$ cat config.mk
export PLATFORM = sky130hd
export DESIGN_NAME = serial_number_decoder_flat
export DESIGN_NICKNAME = d
export VERILOG_FILES = /design/src/rtl/serial_number_decoder_if.sv /design/src/rtl/serial_number_decoder.sv /design/src/flat_wrapper.sv
export SDC_FILE = /design/constraint.sdc
export NUM_CORES = 1
export LEC_CHECK = 0
export ABC_CLOCK_PERIOD_IN_PS = 2500
export BUFFER_PORTS_ARGS = -buffer_cell sky130_fd_sc_hd__buf_2
export CORE_MARGIN = 2
export CORE_UTILIZATION = 27
export DETAILED_ROUTE_END_ITERATION = 8
export GPL_ROUTABILITY_DRIVEN = 0
export PLACE_DENSITY_LB_ADDON = 0.08
export SLEW_MARGIN = 20
export SYNTH_ARGS = -nofsm -noshare
export SYNTH_HDL_FRONTEND = slang
export SYNTH_SLANG_ARGS = --single-unit
$ cat constraint.sdc
create_clock -name clk -period 2.5 [get_ports clk]
set_clock_uncertainty 0.2 [all_clocks]
set_input_delay 0.5 -clock clk [delete_from_list [all_inputs] [get_ports clk]]
set_output_delay 0.5 -clock clk [all_outputs]
set_load 0.05 [all_outputs]
$ cat src/rtl/serial_number_decoder_if.sv
// Byte-stream input and fixed-point number output of the serial number decoder.
// The decoder is the master: it produces num and the status pulses, the environment
// supplies bytes and the consumer's ready.
interface serial_number_decoder_if #(
   parameter int unsigned NUMBER_BITS = 37
);
   logic [7:0]                    receive_byte;
   logic                          receive_valid;
   logic signed [NUMBER_BITS-1:0] num;
   logic                          num_valid;
   logic                          num_ready;
   logic                          pad_error;
   logic                          overrun;
   logic                          timeout;
   logic                          receiving;

   modport master (
      input  receive_byte,
      input  receive_valid,
      input  num_ready,
      output num,
      output num_valid,
      output pad_error,
      output overrun,
      output timeout,
      output receiving
   );

   modport slave (
      output receive_byte,
      output receive_valid,
      output num_ready,
      input  num,
      input  num_valid,
      input  pad_error,
      input  overrun,
      input  timeout,
      input  receiving
   );
endinterface

$ cat src/rtl/serial_number_decoder.sv
// Reassembles little-endian signed fixed-point numbers from a UART byte stream.
// The next number assembles in buffer_q while the previous one is held in num_q
// for the consumer. A partial number is dropped after an inter-byte timeout.
module serial_number_decoder #(
   parameter int unsigned NUMBER_BITS     = 37,
   parameter int unsigned NUMBER_BYTES    = 5,
   parameter int unsigned BYTE_INDEX_BITS = 3,
   parameter int unsigned TIMEOUT_CYCLES  = 100000,
   parameter int unsigned TIMEOUT_BITS    = 17
) (
   input logic                     clk,
   input logic                     reset,
   serial_number_decoder_if.master bus
);
   localparam int unsigned TotalBits = NUMBER_BYTES * 8;
   // The last byte is never buffered; it is merged directly on completion.
   localparam int unsigned BufBits   = TotalBits - 8;
   localparam logic [BYTE_INDEX_BITS-1:0] LastIndex = BYTE_INDEX_BITS'(NUMBER_BYTES - 1);
   localparam logic [TIMEOUT_BITS-1:0] TimeoutLast = TIMEOUT_BITS'(TIMEOUT_CYCLES - 1);
   localparam bit TimeoutEn = (TIMEOUT_CYCLES != 0);

   logic [BYTE_INDEX_BITS-1:0]    byte_index_q;
   logic [BufBits-1:0]            buffer_q;
   logic [TIMEOUT_BITS-1:0]       timeout_cnt_q;
   logic signed [NUMBER_BITS-1:0] num_q;
   logic                          num_valid_q;
   logic                          pad_error_q;
   logic                          overrun_q;
   logic                          timeout_q;

   logic                 last_byte;
   logic                 complete;
   logic                 consume;
   logic                 load;
   logic [TotalBits-1:0] assembled;
   logic [TotalBits-1:0] pad_bits;

   // Completion, load/consume decision and the merged number with its pad bits
   always_comb begin
      last_byte = (byte_index_q == LastIndex);
      complete  = bus.receive_valid && last_byte;
      consume   = num_valid_q && bus.num_ready;
      // A number in the same cycle as a consume replaces the held one directly.
      load      = complete && (!num_valid_q || bus.num_ready);
      assembled = {bus.receive_byte, buffer_q};
      pad_bits  = assembled >> NUMBER_BITS;
   end

   // Byte collection, timeout tracking and the registered output stage
   always_ff @(posedge clk) begin
      if (reset) begin
         byte_index_q  <= '0;
         buffer_q      <= '0;
         timeout_cnt_q <= '0;
         num_q         <= '0;
         num_valid_q   <= 1'b0;
         pad_error_q   <= 1'b0;
         overrun_q     <= 1'b0;
         timeout_q     <= 1'b0;
      end else begin
         overrun_q <= 1'b0;
         timeout_q <= 1'b0;

         if (consume) begin
            num_valid_q <= 1'b0;
         end

         if (bus.receive_valid) begin
            // An arriving byte always wins over a coincident timeout.
            timeout_cnt_q <= '0;
            if (last_byte) begin
               byte_index_q <= '0;
               if (load) begin
                  num_q       <= $signed(assembled[NUMBER_BITS-1:0]);
                  num_valid_q <= 1'b1;
                  pad_error_q <= |pad_bits;
               end else begin
                  overrun_q <= 1'b1;
               end
            end else begin
               byte_index_q <= byte_index_q + BYTE_INDEX_BITS'(1);
               for (int i = 0; i < int'(NUMBER_BYTES) - 1; i++) begin
                  if (byte_index_q == BYTE_INDEX_BITS'(i)) begin
                     buffer_q[i*8 +: 8] <= bus.receive_byte;
                  end
               end
            end
         end else if (TimeoutEn && (byte_index_q != '0)) begin
            if (timeout_cnt_q == TimeoutLast) begin
               byte_index_q  <= '0;
               timeout_cnt_q <= '0;
               timeout_q     <= 1'b1;
            end else begin
               timeout_cnt_q <= timeout_cnt_q + TIMEOUT_BITS'(1);
            end
         end else begin
            timeout_cnt_q <= '0;
         end
      end
   end

   assign bus.num       = num_q;
   assign bus.num_valid = num_valid_q;
   assign bus.pad_error = pad_error_q;
   assign bus.overrun   = overrun_q;
   assign bus.timeout   = timeout_q;
   assign bus.receiving = (byte_index_q != '0);
endmodule
$ cat src/flat_wrapper.sv
// flat-port wrapper written by rule: the top's interface ports become plain ports
module serial_number_decoder_flat 
#(
   parameter int unsigned NUMBER_BITS     = 37,
   parameter int unsigned NUMBER_BYTES    = 5,
   parameter int unsigned BYTE_INDEX_BITS = 3,
   parameter int unsigned TIMEOUT_CYCLES  = 100000,
   parameter int unsigned TIMEOUT_BITS    = 17
)
  (clk, reset, bus_receive_byte, bus_receive_valid, bus_num_ready, bus_num, bus_num_valid, bus_pad_error, bus_overrun, bus_timeout, bus_receiving);
  serial_number_decoder_if #(.NUMBER_BITS(NUMBER_BITS)) bus_i ();
  input logic clk;
  input logic reset;
  input wire logic [$bits(bus_i.receive_byte)-1:0] bus_receive_byte;
  input wire logic [$bits(bus_i.receive_valid)-1:0] bus_receive_valid;
  input wire logic [$bits(bus_i.num_ready)-1:0] bus_num_ready;
  output wire logic [$bits(bus_i.num)-1:0] bus_num;
  output wire logic [$bits(bus_i.num_valid)-1:0] bus_num_valid;
  output wire logic [$bits(bus_i.pad_error)-1:0] bus_pad_error;
  output wire logic [$bits(bus_i.overrun)-1:0] bus_overrun;
  output wire logic [$bits(bus_i.timeout)-1:0] bus_timeout;
  output wire logic [$bits(bus_i.receiving)-1:0] bus_receiving;
  assign bus_i.receive_byte = bus_receive_byte;
  assign bus_i.receive_valid = bus_receive_valid;
  assign bus_i.num_ready = bus_num_ready;
  assign bus_num = bus_i.num;
  assign bus_num_valid = bus_i.num_valid;
  assign bus_pad_error = bus_i.pad_error;
  assign bus_overrun = bus_i.overrun;
  assign bus_timeout = bus_i.timeout;
  assign bus_receiving = bus_i.receiving;
  serial_number_decoder #(.NUMBER_BITS(NUMBER_BITS), .NUMBER_BYTES(NUMBER_BYTES), .BYTE_INDEX_BITS(BYTE_INDEX_BITS), .TIMEOUT_CYCLES(TIMEOUT_CYCLES), .TIMEOUT_BITS(TIMEOUT_BITS)) u_core (.clk(clk), .reset(reset), .bus(bus_i));
endmodule
# Word-level counts from Yosys, hierarchy flattened
# Index checks and enable logic that the tools add are counted.
[word_totals]
reg_bits = 93
in_bits = 12
out_inout_bits = 42
memories = 0
latch_bits = 0
elab_cells = 50
romBits = 0
mem_bits_rw = 0
[op_classes]
div_mod_pow = 0
reduce_logical = 19
mux = 10
bitwise = 3
eq_ne = 5
mul = 0
n_addsub = 2
n_shift = 0
magnitude_cmp = 0
[ops]
columns = ["cell", "count"]
rows = [
  ["adder 17 x 1 -> 17 bit, second input constant", 1],
  ["== test 17 bit, second input constant", 1],
  ["AND reduction 3 bit", 5],
  ["2-to-1 mux 3 bit", 4],
  ["OR reduction 3 bit", 3],
  ["== test 3 x 2 -> 1 bit, second input constant", 2],
  ["2-to-1 mux 1 bit", 6],
  ["nonzero test 2 bit", 2],
  ["OR reduction 4 bit", 1],
  ["adder 3 x 1 -> 3 bit, second input constant", 1],
  ["== test 3 x 1 -> 1 bit, second input constant", 1],
  ["== test 3 bit, second input constant", 1],
  ["logical AND 1 bit", 3],
  ["logical NOT 3 bit", 1],
  ["NOT 1 bit", 3],
  ["nonzero test 3 bit", 1],
  ["AND reduction 2 bit", 1],
  ["logical NOT 1 bit", 1],
  ["logical OR 1 bit", 1],
]

# Logic depth before layout (Yosys ltp)
[depth]
ltp_word = 6
depth_mapped = 8
mapped_depth_nobuf = 6

# Least setup slack after synthesis
# OpenSTA, ideal clock, no wires.
[synth_timing]
path_type = "reg-to-reg"
startpoint = "register u_core.byte_index_q[0]"
endpoint = "register u_core.timeout_cnt_q[10]"
required_ps = 2236
path_buffers = 1
period_less_slack_ps = 2104
slack_ps = 396
setup_time_ps = 64
arrival_ps = 1840
path_stages_with_launch = 8
cell_sequence = "dfxtp_1 inv_1 ha_1 nand2b_1 nor3b_1 nand2_2 buf_2 nor2_1"
[synth_via]
elab_chain_cells = 3
[synth_rtl]
columns = ["item", "line_no", "text"]
rows = [
  ["start, declared", "serial_number_decoder.sv:22", "logic [BYTE_INDEX_BITS-1:0] byte_index_q;"],
  ["start signal, assigned", "serial_number_decoder.sv:81", "byte_index_q <= byte_index_q + BYTE_INDEX_BITS'(1);"],
  ["nonzero test 3 bit", "--", ""],
  ["named net bus_receiving", "flat_wrapper.sv:22", "output wire logic [$bits(bus_i.receiving)-1:0] bus_receiving;"],
  ["NOT 1 bit (no source line)", "--", ""],
  ["OR reduction 4 bit (no source line)", "--", ""],
  ["end signal, assigned", "serial_number_decoder.sv:94", "timeout_cnt_q <= timeout_cnt_q + TIMEOUT_BITS'(1);"],
  ["end, declared", "serial_number_decoder.sv:24", "logic [TIMEOUT_BITS-1:0] timeout_cnt_q;"],
]
# The timed path passes the listed nets, and every way through them passes these cells.
# A chain may end at the register's enable or synchronous reset.

# Worst setup path in the final report
[layout_timing]
startpoint = "register u_core.byte_index_q[0]"
endpoint = "output port bus_receiving"
[layout_via]
elab_chain_cells = 1
[layout_rtl]
columns = ["item", "line_no", "text"]
rows = [
  ["nonzero test 3 bit", "serial_number_decoder.sv:107", "assign bus.receiving = (byte_index_q != '0);"],
  ["end, declared", "flat_wrapper.sv:22", ""],
]
# No other way between the ends.

==> flow_metrics.env <==
export IMPL_io_buffers=53
export IMPL_multi_input_area_um2=1570
export IMPL_vias_per_cell=4.50
export IMPL_cpMaxStageDelayCell="dfxtp_1"
export IMPL_wl_per_cell_um=14.0
export IMPL_tightest_slew_ns=0.823
export IMPL_async_flop_share=0
export IMPL_grt_max_degree=76
export IMPL_synthesis_nets=439
export IMPL_drt_iter0_drc=162
export IMPL_insertion_delay_ns=0.34
export IMPL_critPathArrivalTime_ns=1.62
export IMPL_cts_sinks=93
export IMPL_synth_avg_cell_area_um2=8.41
export IMPL_fp_dieH_um=119
export IMPL_powerDensity_nw_per_um2=754
export IMPL_place_area_um2=3990
export IMPL_min_path_type="register to register"
export IMPL_run_status="completed"
export IMPL_leakage_nw=1.61
export IMPL_area_growth_syn_to_layout_pct=21.2
export IMPL_fin_cells=644
export IMPL_period_share=0.927
export IMPL_setup_viol_count_final=0
export IMPL_crit_path_end_kind="output port"
export IMPL_antennaDiodeCount=0
export IMPL_ctsHoldBuffers=0
export IMPL_synth_cells=421
export IMPL_num_rows=41
export IMPL_relSlewSlack=0.451
export IMPL_post_route_util=0.337
export IMPL_synth_edf_count=0
export IMPL_final_nets=487
export IMPL_synth_mux_area_frac=0.0258
export IMPL_cts_resized=0
export IMPL_vdd_ir_drop_max_uv=299
export IMPL_post_cts_repair_setup_buffers=0
export IMPL_final_common_cell="nand2_1"
export IMPL_dp_cells=630
export IMPL_finalMaxSlewViolations=0
export IMPL_clk_pin_slew_ns=0.06
export IMPL_final_hold_viol_count=0
export IMPL_rsz0062_at_grt="false"
export IMPL_synth_cell_area_um2=3540
export IMPL_drv_cap=0
export IMPL_worst_setup_path_start_kind="register"
export IMPL_path_cells="inv_1, ha_1, buf_4, nand2b_1, buf_2"
export IMPL_required_ns=1.80
export IMPL_max_stage_delay_ns=0.40
export IMPL_synthAdderAreaFrac=0.0212
export IMPL_synth_top_area_share=0.526
export IMPL_drive_above_1_share=0.167
export IMPL_cts_buffers=9
export IMPL_path_max_fanout=13
export IMPL_grt_pass1_wl_mm=15.2
export IMPL_path_class="register to output port"
export IMPL_post_synth_num_cell_types=33
export IMPL_drt_first_pass_iters=4
export IMPL_yosys_warnings=0
export IMPL_drc=0
export IMPL_grt_util_all_layers=0.139
export IMPL_ios=54
export IMPL_totalWireLength_mm=9.04
export IMPL_synth_top_family_by_area="simple AND/OR/NAND/NOR gates"
export IMPL_min_period_ns=2.32
export IMPL_cp_top_family="buffers and inverters"
export IMPL_antenna_found_initial=0
export IMPL_setup_tns_ns=0
export IMPL_cts_max_level=3
export IMPL_core_area_um2=12700
export IMPL_register_area_um2=1860
export IMPL_yosys_top_cells_area="dfxtp_1, nand2_1, a21oi_1"
export IMPL_die_area_um2=14100
export IMPL_fill_cells=1413
export IMPL_final_cell_area_um2=4290
export IMPL_synth_compound_area_frac=0.102
export IMPL_path_buf_inv=3
export IMPL_dpl_hpwl_mm=5.93
export IMPL_cts_root_buf="clkbuf_16"
export IMPL_synth_seq_cells=93
export IMPL_die_w_um=119
export IMPL_clockBufferDepth=2
export IMPL_drtAntennaViolNets=0
export IMPL_yosys_area_share_simple=0.260
export IMPL_fmax_mhz=432
export IMPL_synth_top_area_cell="dfxtp_1"
export IMPL_synth_ff_type="dfxtp_1"
export IMPL_grt_pass1_vias=2804
export IMPL_start_util=0.278
export IMPL_synth_xor_area_frac=0.0346
export IMPL_grt_overflow=0
export IMPL_final_cell_mix="nand2_1, dfxtp_1, a21oi_1, buf_2, nand3_1"
export IMPL_tritoncts="built"
export IMPL_via_count=2896
export IMPL_yosysSeqAreaShare=0.526
[worst min-delay path, cell delays in order, from the launching register on]
cell and delay, ns:
dfxtp_1 0.31, nand2_1 0.05, a21oi_1 0.05
[cell type report]
type	count	area share
Sequential cell	93	0.434
Multi-Input combinational cell	300	0.367
Timing Repair Buffer	61	0.0758
Clock buffer	13	0.0630
Tap cell	172	0.0501
Clock inverter	1	0.00700
Inverter	4	0.00350
[where the power goes]
part	switching, mW	internal [mW]
combinational	0.201	0.0925
sequential	0.0300	1.53
clock	0.541	0.846
total	0.772	2.47
[synthesized netlist by cell type (2+ instances only)]
| cell type | count |
|---|---|
| dfxtp_1 | 93 |
| a21oi_1 | 66 |
| ha_1 | 6 |
| nand3_1 | 30 |
| nand2_1 | 107 |
| nor3_1 | 6 |
| nand2b_1 | 3 |
| mux2i_1 | 8 |
| clkbuf_1 | 20 |
| nor4bb_1 | 2 |
| xnor2_1 | 10 |
| nor4_1 | 5 |
| nand3b_1 | 4 |
| nand4_1 | 5 |
| a22oi_1 | 2 |
| nor2b_1 | 5 |
| inv_1 | 4 |
| nor2_1 | 25 |
| xor2_1 | 4 |
| buf_2 | 3 |
[final timing paths]
kind | startpoint | endpoint | slack (ns) | cells after the start
worst min-delay path | u_core.bus.num[18] | u_core.bus.num[18] | 0.25 | 2
worst min register to register | u_core.bus.num[18] | u_core.bus.num[18] | 0.25 | 2
worst max register to register | u_core.byte_index_q[0] | u_core.bus.num[25] | 0.32 | 7
worst max-delay path | u_core.byte_index_q[0] | bus_receiving | 0.18 | 5
[sequential cells by signal (all words and copies together), names as in the netlist]
register / flops
u_core.timeout_cnt_q: 17
u_core.bus.num_valid: 1
u_core.bus.timeout: 1
u_core.bus.pad_error: 1
u_core.bus.overrun: 1
u_core.bus.num: 37
u_core.byte_index_q: 3
u_core.buffer_q: 32
[routing by layer]
metal / vias to the layer above / wire length [µm] / GRT usage
li1: 1510 / - / -
met1: 1327 / 4640 / 0.195
met2: 48 / 3860 / 0.199
met3: 11 / 360 / 0.0376
met4: 0 / 175 / 0.0603
met5: - / 0 / 0
[logic make-up after synthesis]
logic type      after synthesis
compound gates               70
xor+xnor                     14
mux                           9
buf+inv                      28
fa+ha+maj                     6
flops                        93
simple gates                201
[metrics by stage]
step	hold slack (ns)	power, mW	setup slack (ns)
after global routing	0.264	3.42	0.0643
after detailed placement	0.246	1.89	0.307
after CTS	0.248	3.29	0.146
after global placement	0.241	1.89	0.399
after floorplan	0.230	1.79	0.396
final	0.251	3.24	0.183
No activity file was read; power rests on OpenSTA's default activity.
